--- src/rtl/serial_bus_pkg.sv ---
// Shared definitions for the serial bus: initiator FSM states, rw encoding, default widths.
package serial_bus_pkg;

  localparam int unsigned BusAddrWidth = 16;
  localparam int unsigned BusDataWidth = 8;

  localparam logic RW_WRITE = 1'b1;
  localparam logic RW_READ  = 1'b0;

  typedef enum logic [2:0] {
    StIdle,
    StArb,
    StAddr,
    StWaitResp,
    StSplitWait,
    StResp
  } init_state_e;

endpackage

--- src/rtl/split_initiator_timeout.sv ---
// Response watchdog for the split initiator: counts cycles spent waiting on the target.
module split_initiator_timeout #(
  parameter int unsigned TIMEOUT_CYCLES = 64
) (
  input  logic clk,
  input  logic rst_n,
  input  logic run_i,
  input  logic clr_i,
  output logic expired_o
);

  localparam int unsigned CntW = $clog2(TIMEOUT_CYCLES + 1);
  localparam logic [CntW-1:0] CntLast = CntW'(TIMEOUT_CYCLES - 1);

  logic [CntW-1:0] cnt_q, cnt_d;

  always_comb begin
    cnt_d = cnt_q + CntW'(1);
    if (!run_i || clr_i) begin
      cnt_d = '0;
    end
  end

  always_ff @(posedge clk or negedge rst_n) begin
    if (!rst_n) begin
      cnt_q <= '0;
    end else begin
      cnt_q <= cnt_d;
    end
  end

  // Fires on the cycle whose closing edge completes TIMEOUT_CYCLES waiting cycles.
  assign expired_o = run_i && !clr_i && (cnt_q == CntLast);

endmodule

--- src/rtl/split_initiator.sv ---
// Requesting end of the split-capable serial bus: one host request in, one response out.
// Optional response timeout is built when SPLIT_INITIATOR_TIMEOUT_EN is defined.
module split_initiator
  import serial_bus_pkg::*;
#(
  parameter int unsigned ADDR_WIDTH     = BusAddrWidth,
  parameter int unsigned DATA_WIDTH     = BusDataWidth,
  parameter int unsigned TIMEOUT_CYCLES = 64
) (
  input  logic                  clk,
  input  logic                  rst_n,
  input  logic                  req_valid,
  output logic                  req_ready,
  input  logic                  req_write,
  input  logic [ADDR_WIDTH-1:0] req_addr,
  input  logic [DATA_WIDTH-1:0] req_wdata,
  output logic                  rsp_valid,
  input  logic                  rsp_ready,
  output logic [DATA_WIDTH-1:0] rsp_rdata,
  output logic                  rsp_err,
  output logic                  rsp_split,
  output logic                  bus_req,
  input  logic                  bus_grant,
  output logic [ADDR_WIDTH-1:0] init_addr_out,
  output logic                  init_addr_out_valid,
  output logic [DATA_WIDTH-1:0] init_data_out,
  output logic                  init_data_out_valid,
  output logic                  init_rw,
  input  logic                  target_ack,
  input  logic                  target_split_ack,
  input  logic [DATA_WIDTH-1:0] target_data_in,
  input  logic                  target_data_in_valid,
  input  logic                  target_ready
);

  init_state_e           state_q;
  logic                  write_q;
  logic [ADDR_WIDTH-1:0] addr_q;
  logic [DATA_WIDTH-1:0] wdata_q;
  logic [DATA_WIDTH-1:0] rdata_q;
  logic                  split_q;
  logic                  err_q;
  logic                  req_ready_q;
  logic                  rsp_valid_q;
  logic                  bus_req_q;
  logic                  addr_v_q;
  logic                  data_v_q;
  logic                  rw_q;

  logic done_hit;
  logic split_go;
  logic timeout_hit;

  assign done_hit = target_ack && ((write_q == RW_WRITE) || target_data_in_valid);
  assign split_go = (state_q == StWaitResp) && (write_q == RW_READ) && target_split_ack &&
                    !done_hit;

`ifdef SPLIT_INITIATOR_TIMEOUT_EN
  logic waiting;
  assign waiting = (state_q == StWaitResp) || (state_q == StSplitWait);

  split_initiator_timeout #(
    .TIMEOUT_CYCLES(TIMEOUT_CYCLES)
  ) u_timeout (
    .clk      (clk),
    .rst_n    (rst_n),
    .run_i    (waiting),
    .clr_i    (split_go),
    .expired_o(timeout_hit)
  );
`else
  logic unused_timeout_cfg;
  assign unused_timeout_cfg = (TIMEOUT_CYCLES != 0);
  assign timeout_hit = 1'b0;
`endif

  always_ff @(posedge clk or negedge rst_n) begin
    if (!rst_n) begin
      state_q     <= StIdle;
      write_q     <= RW_READ;
      addr_q      <= '0;
      wdata_q     <= '0;
      rdata_q     <= '0;
      split_q     <= 1'b0;
      err_q       <= 1'b0;
      req_ready_q <= 1'b1;
      rsp_valid_q <= 1'b0;
      bus_req_q   <= 1'b0;
      addr_v_q    <= 1'b0;
      data_v_q    <= 1'b0;
      rw_q        <= 1'b0;
    end else begin
      // Address-phase strobes are single-cycle pulses.
      addr_v_q <= 1'b0;
      data_v_q <= 1'b0;
      rw_q     <= 1'b0;
      unique case (state_q)
        StIdle: begin
          if (req_valid) begin
            write_q     <= req_write;
            addr_q      <= req_addr;
            wdata_q     <= req_wdata;
            rdata_q     <= '0;
            split_q     <= 1'b0;
            err_q       <= 1'b0;
            req_ready_q <= 1'b0;
            bus_req_q   <= 1'b1;
            state_q     <= StArb;
          end
        end
        StArb: begin
          if (bus_grant && target_ready) begin
            addr_v_q <= 1'b1;
            data_v_q <= (write_q == RW_WRITE);
            rw_q     <= write_q;
            state_q  <= StAddr;
          end
        end
        StAddr: begin
          state_q <= bus_grant ? StWaitResp : StArb;
        end
        StWaitResp: begin
          if (done_hit) begin
            if (write_q == RW_READ) rdata_q <= target_data_in;
            bus_req_q   <= 1'b0;
            rsp_valid_q <= 1'b1;
            state_q     <= StResp;
          end else if (split_go) begin
            split_q   <= 1'b1;
            bus_req_q <= 1'b0;
            state_q   <= StSplitWait;
          end else if (timeout_hit) begin
            err_q       <= 1'b1;
            rdata_q     <= '0;
            bus_req_q   <= 1'b0;
            rsp_valid_q <= 1'b1;
            state_q     <= StResp;
          end
        end
        StSplitWait: begin
          if (target_data_in_valid && target_ack) begin
            rdata_q     <= target_data_in;
            rsp_valid_q <= 1'b1;
            state_q     <= StResp;
          end else if (timeout_hit) begin
            err_q       <= 1'b1;
            rdata_q     <= '0;
            rsp_valid_q <= 1'b1;
            state_q     <= StResp;
          end
        end
        StResp: begin
          if (rsp_ready) begin
            rsp_valid_q <= 1'b0;
            req_ready_q <= 1'b1;
            state_q     <= StIdle;
          end
        end
        default: state_q <= StIdle;
      endcase
    end
  end

  assign req_ready           = req_ready_q;
  assign rsp_valid           = rsp_valid_q;
  assign rsp_rdata           = rdata_q;
  assign rsp_err             = err_q;
  assign rsp_split           = split_q;
  assign bus_req             = bus_req_q;
  assign init_addr_out       = addr_q;
  assign init_data_out       = wdata_q;
  assign init_rw             = rw_q;
  // A grant lost during the address cycle suppresses the strobes.
  assign init_addr_out_valid = addr_v_q & bus_grant;
  assign init_data_out_valid = data_v_q & bus_grant;

endmodule
--- config.mk ---
export PLATFORM = sky130hd
export DESIGN_NAME = split_initiator
export DESIGN_NICKNAME = d
export VERILOG_FILES = /design/src/rtl/serial_bus_pkg.sv /design/src/rtl/split_initiator_timeout.sv /design/src/rtl/split_initiator.sv
export SDC_FILE = /design/constraint.sdc
export NUM_CORES = 1
export LEC_CHECK = 0
export ABC_AREA = 1
export ABC_CLOCK_PERIOD_IN_PS = 1600
export BUFFER_PORTS_ARGS = -buffer_cell sky130_fd_sc_hd__buf_2
export CAP_MARGIN = 20
export CORE_ASPECT_RATIO = 1.4
export CORE_MARGIN = 10
export CORE_UTILIZATION = 47
export DETAILED_ROUTE_END_ITERATION = 8
export GPL_TIMING_DRIVEN = 0
export PLACE_DENSITY_LB_ADDON = 0.1
export SLEW_MARGIN = 5
export SYNTH_ARGS = -nofsm -noshare
export SYNTH_HDL_FRONTEND = slang
export SYNTH_SLANG_ARGS = --single-unit
--- constraint.sdc ---
create_clock -name clk -period 1.6 [get_ports clk]
set_clock_uncertainty 0.1 [all_clocks]
set_input_delay 0.16 -clock clk [delete_from_list [all_inputs] [get_ports clk]]
set_output_delay 0.16 -clock clk [all_outputs]
set_load 0.03 [all_outputs]
==> impl_metrics.yaml, run 1 <==
setup_path:
  worst-path-max-fanout: 7
  worstReg2RegEnd: "bus_req$_DFFE_PN0P_"
  crit_chain: "nor2_4 -> nand2_2 -> nor2_4 -> buf_4 -> buf_4 -> o22ai_1 -> inv_1"
  cp-end-kind: "flop"
  crit_arrival_ns: 1.65
  worstSetupStartpointType: "flop"
  path_delay_family: "simple AND/OR/NAND/NOR gates"
  reg2reg_from: "state_q[0]$_DFFE_PN0P_"
  slowest_stage: "dfrtp_2"
  cp.required_ns: 1.73
  r2r_setup_slack_ns: 0.08
  critPathKind: "reg -> reg"
  reg2reg_depth: 7
  max_stage_delay_ns: 0.46
  critPathBufInv: 3
logic_synthesis:
  synth.largest_area_cell: "dfrtp_1"
  syn_area_um2: 1920
  synth_ff_type: "dfrtp_1"
  yosysSeqAreaShare: 0.548
  syn-instance-count: 240
  async_flop_share: 1.00
  syn_avg_cell_area_um2: 8.00
  synth_most_common_cell: "nand2_1"
  ys_warn_count: 0
  synth_top_cell_area_share: 0.534
  synth_edf_count: 0
  ys_ff_latch: 42
  yosys-top-cells-area: "dfrtp_1 53%, nand2_1 23%, inv_1 3.9%, nand3_1 3.9%, nor2_1 2.7%"
  synth_nets: 282
  ys_types: 22
  synth_commonest_cells: "119 x nand2_1, 41 x dfrtp_1, 20 x inv_1"
status:
  status: "complete, no violations"
die:
  start_util: 0.486
  die_h_um: 95.6
  die_area_um2: 7080
  rows: 27
  ios: 82
  die_width_um: 74.0
  core_um2: 3950
power:
  p_switching_w: 0.00265
  pwr-share-clk: 0.146
  pwr-share-comb: 0.528
  intPower_w: 0.00295
  p_leak_nw: 1.68
  powerDensity_nw_per_um2: 1990
  p_sw_frac: 0.473
  ir_worst_vdd_mv: 1.33
  pwr-share-seq: 0.326
sta:
  fmax_mhz: 659
  finalCritPeriodShare: 0.949
  relSlewSlack: 0.395
  rsz0062_at_grt: "true"
  tightest_slew_ns: 0.908
  setup_viol: 0
  final_hold_viol_count: 0
  fin_crit_ns: 1.52
  setup_ws_ns: 0.0815
  whs_ns: 0.00516
  slew_viol_final: 0
layout:
  drive_gt1_frac: 0.322
  fin_cells: 403
  antennaDiodeCount: 0
  utilization: 0.710
  fin_nets: 401
  syn_to_final_growth_pct: 46.2
placement:
  place_ws_ns: -0.0393
  dpl.hpwl_um: 3720
  place_congestion: 0.828
  io_buffers: 80
  place_inst: 363
worst_hold_path:
  min_path_type: "in -> reg"
  holdPathEnd: "req_ready$_DFFE_PN1P_"
  hold_path_depth: 3
  worstHoldStart: "rsp_ready"
clock_tree:
  clk_latency_ns: 0.29
  tritoncts: "yes"
  cts_buffer_depth: 2
  cts-root-buf: "clkbuf_8"
  cts_made_buffers: 5
  cts_sinks: 42
  cts.htree.levels: 2
  clkSlewWorstSetupHoldPaths_ns: 0.08
global_routing:
  grt_pass1_wl_um: 8490
  grt-ovfl-total: 0
  antenna_found_initial: 0
  grt_usage: 0.151
  grt_pass1_vias: 1909
  grt_start_max_net_pins: 43
route:
  drt_iter0_drc: 113
  wl_per_cell_um: 13.3
  route.detailed.drc: 0
  antenna_left: 0
  drt-total-wl_um: 5370
  viasPerCell: 4.65
  drt_pass1_iterations: 5
  vias: 1875
flow_run:
  drv_cap: 0
registers in the layout, summed over array words and instances, names as in the netlist:
signal,cells
init_addr_out,16
init_data_out,8
rsp_rdata,8
state_q,3
addr_v_q,1
bus_req,1
init_rw,1
req_ready,1
rsp_split,1
rsp_valid,1
write_q,1
metal layers:
| layer | track usage | vias up | routed length (um) |
|---|---|---|---|
| li1 | - | 964 | - |
| met1 | 0.155 | 844 | 2050 |
| met2 | 0.277 | 61 | 2820 |
| met3 | 0.0468 | 6 | 435 |
| met4 | 0.0514 | 0 | 70 |
| met5 | 0 | - | 0 |
metrics by stage:
stage          instance area, um2  total power, W  setup TNS, ns
2_1_floorplan                1920         0.00380              0
3_3_place_gp                 2370         0.00459         -0.265
3_5_place_dp                 2370         0.00464         -0.589
4_1_cts                      2760         0.00555              0
5_1_grt                      2810         0.00601        -0.0186
6_report                     2810         0.00560              0
how the worst max path moves through the flow:
stage,slack [ns],start,endpoint,depth (start not counted)
2_1_floorplan,0.18,state_q[1]$_DFFE_PN0P_,init_addr_out[0]$_DFFE_PN0P_,7
3_3_place_gp,-0.02,state_q[1]$_DFFE_PN0P_,init_data_out[5]$_DFFE_PN0P_,7
3_5_place_dp,-0.04,state_q[1]$_DFFE_PN0P_,init_addr_out[4]$_DFFE_PN0P_,7
4_1_cts,0.01,state_q[1]$_DFFE_PN0P_,init_addr_out[4]$_DFFE_PN0P_,7
5_1_grt,-0.01,state_q[0]$_DFFE_PN0P_,bus_req$_DFFE_PN0P_,7
6_report,0.08,state_q[0]$_DFFE_PN0P_,bus_req$_DFFE_PN0P_,7
power by group through the flow:
stage | clock [W] | sequential, W | combinational, W
after floorplan | 0 | 0.00269 | 0.00111
after global placement | 0 | 0.00181 | 0.00278
after detailed placement | 0 | 0.00183 | 0.00282
after CTS | 0.000839 | 0.00181 | 0.00290
after global routing | 0.000879 | 0.00188 | 0.00325
final | 0.000818 | 0.00182 | 0.00296
repair_timing:
item | CTS | global route
hold buffers | 26 | 0
endpoints found under the hold margin | 66 | 0
buffers inserted | 2 | 4
resized for setup | 0 | 6
endpoints found under the setup margin | 20 | 30
pin swaps | 1 | 3
area by class of cell:
type	instances	area, um2
clock inverters	1	30.0
flip-flops and latches	42	1050
well taps	43	53.8
plain buffers	6	50.0
multi-input cells	169	746
inverters	23	91.3
clock buffers	7	76.3
repair buffers	112	706
fillers	325	1140
worst min-delay path, delay by kind of cell:
family                 cells  cell delay (ns)
and+or+nand+nor            2             0.13
buffers and inverters      1             0.11
cell usage in the layout, fill, tap and decap left out, types with 3 or more instances in the layout:
cell type      count
o21ai_0            4
inv_1             20
nand3_1           14
nor2_1            14
nand2_2            3
nand2_1          119
dlygate4sd3_1     26
dfrtp_1           39
buf_4              9
nor2_4             4
buf_2             81
clkbuf_8           5
kinds of logic after synthesis:
group / synth area share
buffers and inverters: 0.0710
DFF: 0.548
AOI/OAI and AO/OA: 0.0182
and+or+nand+nor: 0.361
other: 0.00195
(Power assumes the default switching activity.)
==> run 2: changes to the inputs <==
--- a/config.mk
+++ b/config.mk
@@ -6,7 +6,7 @@
 export NUM_CORES = 1
 export LEC_CHECK = 0
 export ABC_AREA = 1
-export ABC_CLOCK_PERIOD_IN_PS = 1600
+export ABC_CLOCK_PERIOD_IN_PS = 1500
 export BUFFER_PORTS_ARGS = -buffer_cell sky130_fd_sc_hd__buf_2
 export CAP_MARGIN = 20
 export CORE_ASPECT_RATIO = 1.4
==> constraint.sdc (replaced) <==
create_clock -name clk -period 1.5 [get_ports clk]
set_clock_uncertainty 0.1 [all_clocks]
set_input_delay 0.15 -clock clk [delete_from_list [all_inputs] [get_ports clk]]
set_output_delay 0.15 -clock clk [all_outputs]
set_load 0.03 [all_outputs]
==> run 2 against run 1 <==
  * The run now ends with setup timing left
  * Sequential power increased by 7%
  * Final cell count rose by 2.0%
  * Utilization grew 3.3 points
  * Hold slack gained 0.033 ns
  * Routed wire length up 4.2%
  * Largest cell class unchanged
  * Highest routed layer unchanged
==> impl_metrics.yaml, run 2 (synthesis gave the netlist of run 1 again) <==
status:
  status: "complete, but fails checks"
  violations: "setup timing"
sta:
  rsz0062_at_grt: "true"
  setup_viol: 2
  finalCritPeriodShare: 1.00
  setup_ws_ns: -0.00256
  tightest_slew_ns: 0.910
  fin_crit_ns: 1.50
  slew_viol_final: 0
  whs_ns: 0.0381
  relSlewSlack: 0.393
  tns_ns: -0.00308
  final_hold_viol_count: 0
  fmax_mhz: 666
layout:
  antennaDiodeCount: 0
  largest_reg_flops: 16
  mostFrequentLayoutCell: "nand2_1"
  syn_to_final_growth_pct: 53.0
  final_cell_mix: "115 x nand2_1, 80 x buf_2, 39 x dfrtp_1"
  fin_nets: 409
  drive_gt1_frac: 0.356
  fin_cells: 411
  final.fill_count: 315
global_routing:
  grt_pass1_wl_um: 8690
  grt_usage: 0.154
  antenna_found_initial: 0
  grt-ovfl-total: 0
  grt_pass1_vias: 1954
  grt_start_max_net_pins: 43
setup_path:
  worst-path-max-fanout: 10
  cp-end-kind: "flop"
  worstSetupStartpointType: "flop"
  critPathKind: "reg -> reg"
  crit_arrival_ns: 1.58
  cp.required_ns: 1.58
clock_tree:
  cts_buffer_depth: 2
  clkSlewWorstSetupHoldPaths_ns: 0.08
  cts-root-buf: "clkbuf_8"
  tritoncts: "yes"
  cts.htree.levels: 2
  cts_made_buffers: 5
  cts_sinks: 42
  clk_latency_ns: 0.29
die:
  rows: 27
  core_um2: 3950
  ios: 82
  die_width_um: 74.0
  start_util: 0.486
  die_h_um: 95.6
  die_area_um2: 7080
route:
  route.detailed.drc: 0
  wl_per_cell_um: 13.6
  drt-total-wl_um: 5600
  antenna_left: 0
  viasPerCell: 4.67
  drt_pass1_iterations: 4
  vias: 1921
  drt_iter0_drc: 116
power:
  powerDensity_nw_per_um2: 2120
  p_leak_nw: 1.73
  ir_worst_vdd_mv: 1.37
placement:
  place_inst: 363
  place_ws_ns: -0.139
  dpl.hpwl_um: 3720
  io_buffers: 80
  place_congestion: 0.828
worst_hold_path:
  min_path_type: "in -> reg"
flow_run:
  drv_cap: 0
[run 2: changes by cell type in the layout (fill, tap and decap cells not counted), moves of 2 or more]
cell / before / now
buf_4: 9 / 16
nand2_1: 119 / 115
nand2_2: 3 / 5
nand2_4: 1 / 3
nand3_1: 14 / 12
nand3_4: 0 / 2
[run 2: worst max-delay path, stage by stage, from the launching register on]
cell,delay (ns)
dfrtp_2,0.47
nor2_4,0.20
nand2_4,0.09
nor2_4,0.20
inv_4,0.08
buf_6,0.15
nand2_1,0.06
nand2_1,0.05
[run 2: metrics by stage]
| step | cell area (um2) | utilization | power, W |
|---|---|---|---|
| 2_1_floorplan | 1920 | - | 0.00405 |
| 3_3_place_gp | 2370 | 0.601 | 0.00490 |
| 3_5_place_dp | 2370 | 0.601 | 0.00495 |
| 4_1_cts | 2810 | 0.712 | 0.00604 |
| 5_1_grt | 2940 | 0.744 | 0.00668 |
| 6_report | 2940 | 0.744 | 0.00624 |
[run 2: where the power goes]
part           switching [W]  internal [W]  total (W)  leakage (nW)
Combinational        0.00229       0.00114    0.00342          1.15
Clock               0.000371      0.000498   0.000870        0.0524
Sequential          0.000289       0.00165    0.00194         0.529
[run 2: area by class of cell]
| type | instances | area (um2) | area share |
|---|---|---|---|
| Timing Repair Buffer | 120 | 768 | 0.261 |
| Clock inverter | 1 | 30.0 | 0.0102 |
| Clock buffer | 7 | 76.3 | 0.0260 |
| Sequential cell | 42 | 1050 | 0.359 |
| Inverter | 23 | 93.8 | 0.0319 |
| Buffer | 6 | 56.3 | 0.0192 |
| Tap cell | 43 | 53.8 | 0.0183 |
| Multi-Input combinational cell | 169 | 806 | 0.274 |
[run 2: final timing paths]
check                                               end  slack [ns]  cells after the start                   start
hold reg to reg                   req_ready$_DFFE_PN1P_        0.36                      2   req_ready$_DFFE_PN1P_
min in group asynchronous  init_addr_out[1]$_DFFE_PN0P_        0.43                      2                   rst_n
max in group asynchronous        state_q[1]$_DFFE_PN0P_        0.25                      2                   rst_n
setup / recovery           init_addr_out[3]$_DFFE_PN0P_      -0.003                      7  state_q[1]$_DFFE_PN0P_
hold / removal                       addr_v_q$_DFF_PN0_        0.04                      3            target_ready
setup reg to reg           init_addr_out[3]$_DFFE_PN0P_      -0.003                      7  state_q[1]$_DFFE_PN0P_
[run 2: what timing repair did]
action,4_1_cts,5_1_grt
endpoints found under the hold margin,67,0
pin swaps,2,9
buffers inserted,5,8
gates resized for setup,7,17
hold buffers,27,0
endpoints found under the setup margin,33,35
[run 2: routing by layer]
| metal | global-route usage | up-vias | part of all wire |
|---|---|---|---|
| met5 | 0 | - | 0 |
| met4 | 0.0514 | 0 | 0.011 |
| li1 | - | 979 | - |
| met3 | 0.0447 | 6 | 0.080 |
| met2 | 0.284 | 59 | 0.53 |
| met1 | 0.159 | 877 | 0.38 |
==> run 3: changes to the inputs <==
--- a/config.mk
+++ b/config.mk
@@ -6,15 +6,16 @@
 export NUM_CORES = 1
 export LEC_CHECK = 0
 export ABC_AREA = 1
-export ABC_CLOCK_PERIOD_IN_PS = 1500
+export ABC_CLOCK_PERIOD_IN_PS = 1200
 export BUFFER_PORTS_ARGS = -buffer_cell sky130_fd_sc_hd__buf_2
 export CAP_MARGIN = 20
 export CORE_ASPECT_RATIO = 1.4
 export CORE_MARGIN = 10
-export CORE_UTILIZATION = 47
+export CORE_UTILIZATION = 42
 export DETAILED_ROUTE_END_ITERATION = 8
 export GPL_TIMING_DRIVEN = 0
 export PLACE_DENSITY_LB_ADDON = 0.1
+export SETUP_SLACK_MARGIN = 0.1
 export SLEW_MARGIN = 5
 export SYNTH_ARGS = -nofsm -noshare
 export SYNTH_HDL_FRONTEND = slang
==> constraint.sdc (replaced) <==
create_clock -name clk -period 1.2 [get_ports clk]
set_clock_uncertainty 0.1 [all_clocks]
set_input_delay 0.12 -clock clk [delete_from_list [all_inputs] [get_ports clk]]
set_output_delay 0.12 -clock clk [all_outputs]
set_load 0.03 [all_outputs]
==> run 3 against run 2 <==
  * The flow finishes with violations (hold timing, setup timing)
  * Highest routed layer unchanged
  * Final cell count is 12% higher
  * Combinational power increased by 67%
  * Sequential share of layout area fell by 5.1 points
  * Cell area rose by 17%
  * Hold slack got worse by 0.17 ns
  * Clock power grew 10%
  * Clock-buffer cell count shrank 1
  * Register-to-register slack worse by 0.29 ns
==> impl_metrics.yaml, run 3 (synthesis gave the netlist of run 1 again) <==
die:
  core_um2: 4460
  die_width_um: 77.2
  rows: 29
  ios: 82
  start_util: 0.430
  die_area_um2: 7720
  die_h_um: 100
setup_path:
  path_delay_family: "simple AND/OR/NAND/NOR gates"
  critPathKind: "reg -> reg"
  crit_arrival_ns: 1.58
  worst-path-max-fanout: 10
  crit_chain: "nor2_4 -> nand2_2 -> nor2_4 -> inv_4 -> buf_8 -> nand2_1 -> nand2_1"
  slowest_stage: "dfrtp_2"
  cp-end-kind: "flop"
  max_stage_delay_ns: 0.45
  worstSetupStartpointType: "flop"
  cp.required_ns: 1.29
  critPathBufInv: 2
global_routing:
  grt_pass1_wl_um: 9720
  antenna_found_initial: 0
  grt_start_max_net_pins: 43
  grt_pass1_vias: 2047
  grt_usage: 0.150
  grt-ovfl-total: 0
placement:
  place_ws_ns: -0.415
  place_area_um2: 2420
  dpl.hpwl_um: 3780
  place_congestion: 0.837
  io_buffers: 80
sta:
  whs_ns: -0.134
  fmax_mhz: 668
  setup_ws_ns: -0.297
  rsz0062_at_grt: "true"
  tns_ns: -9.52
  tightest_slew_ns: 0.940
  relSlewSlack: 0.373
  slew_viol_final: 0
  fin_crit_ns: 1.50
  setup_viol: 41
  final_hold_viol_count: 41
  finalCritPeriodShare: 1.25
layout:
  largest_reg_flops: 16
  antennaDiodeCount: 0
  finalInstanceArea_um2: 3430
  fin_nets: 440
  mostFrequentLayoutCell: "nand2_1"
  syn_to_final_growth_pct: 78.5
  final_cell_mix: "97 x nand2_1, 55 x buf_4, 49 x buf_2"
  utilization: 0.768
  drive_gt1_frac: 0.479
route:
  route.detailed.drc: 0
  vias: 2090
  drt_pass1_iterations: 4
  routed.top_layer: "met4"
  wl_met3_um: 260
  drt_iter0_drc: 111
  viasPerCell: 4.53
  antenna_left: 0
  wl_per_cell_um: 14.8
  m1WireLength_um: 2630
  met2_wirelength_um: 3840
  drt-total-wl_um: 6830
clock_tree:
  clk_latency_ns: 0.29
  cts_made_buffers: 5
  post_cts_hold_buffer_count: 28
  cts.htree.levels: 2
  clkSlewWorstSetupHoldPaths_ns: 0.08
  tritoncts: "yes"
  cts-root-buf: "clkbuf_8"
  cts_buffer_depth: 2
  cts_sinks: 42
worst_hold_path:
  min_path_type: "in -> async"
power:
  ir_worst_vdd_mv: 1.66
  power_w: 0.00918
  p_leak_nw: 1.91
  powerDensity_nw_per_um2: 2680
flow_run:
  drv_cap: 0
status:
  violations: "hold timing, setup timing"
  status: "complete, but fails checks"
run 3: cell types whose count changed in the layout (fill, tap and decap cells not counted), moves of 4 or more:
| cell | before | now |
|---|---|---|
| buf_2 | 80 | 49 |
| nand2_2 | 5 | 23 |
| buf_6 | 3 | 22 |
| nand3_2 | 1 | 5 |
| buf_4 | 16 | 55 |
| nand2_1 | 115 | 97 |
| nand3_1 | 12 | 8 |
run 3: worst reg2reg max path, cell delays in order (launching register included):
cell and delay, ns:
dfrtp_2 0.45, nor2_4 0.16, nand2_2 0.09, nor2_4 0.20, inv_4 0.10, buf_8 0.15
nand2_1 0.08, nand2_1 0.06
run 3: final cells by class:
cell class                 count  area (um2)
inverter                      23        93.8
sequential                    42        1050
fill                         308        1030
clock buffer                   6        82.6
clock inverter                 2        12.5
multi-input combinational    170         898
tap                           62        77.6
timing repair buffer         150        1140
buffer                         6        63.8
run 3: layer usage:
| metal | vias up | GRT usage |
|---|---|---|
| met1 | 970 | 0.164 |
| met3 | 9 | 0.0295 |
| li1 | 1052 | - |
| met2 | 59 | 0.279 |
| met4 | 0 | 0.0549 |
| met5 | - | 0 |
run 3: what timing repair did:
action | in CTS | in global routing
hold endpoints to repair | 68 | 41
gates resized for setup | 34 | 94
setup endpoints to repair | 44 | 73
gates cloned | 3 | 0
setup buffers | 21 | 20
pin swaps | 11 | 29
run 3: final timing paths:
kind,start,end,slack (ns),cells past startpoint
max in group asynchronous,rst_n,state_q[0]$_DFFE_PN0P_,0.48,1
min in group clk,target_data_in[0],rsp_rdata[0]$_DFFE_PN0P_,0.01,5
max reg2reg,state_q[1]$_DFFE_PN0P_,init_data_out[3]$_DFFE_PN0P_,-0.30,7
min reg2reg,rsp_valid$_DFFE_PN0P_,rsp_valid$_DFFE_PN0P_,0.38,2
max,state_q[1]$_DFFE_PN0P_,init_data_out[3]$_DFFE_PN0P_,-0.30,7
min,rst_n,init_addr_out[1]$_DFFE_PN0P_,-0.13,1
run 3: per-stage QoR:
step / hold slack [ns] / std cells
after floorplan: -0.276 / 240
after global placement: 0.220 / 382
after detailed placement: 0.219 / 382
after CTS: -0.0951 / 442
after global routing: -0.0744 / 461
final: -0.134 / 461
run 3: report_power, final:
group	internal (W)	switching (W)
logic	0.00242	0.00328
registers	0.00207	0.000451
clock network	0.000463	0.000495
total	0.00495	0.00423
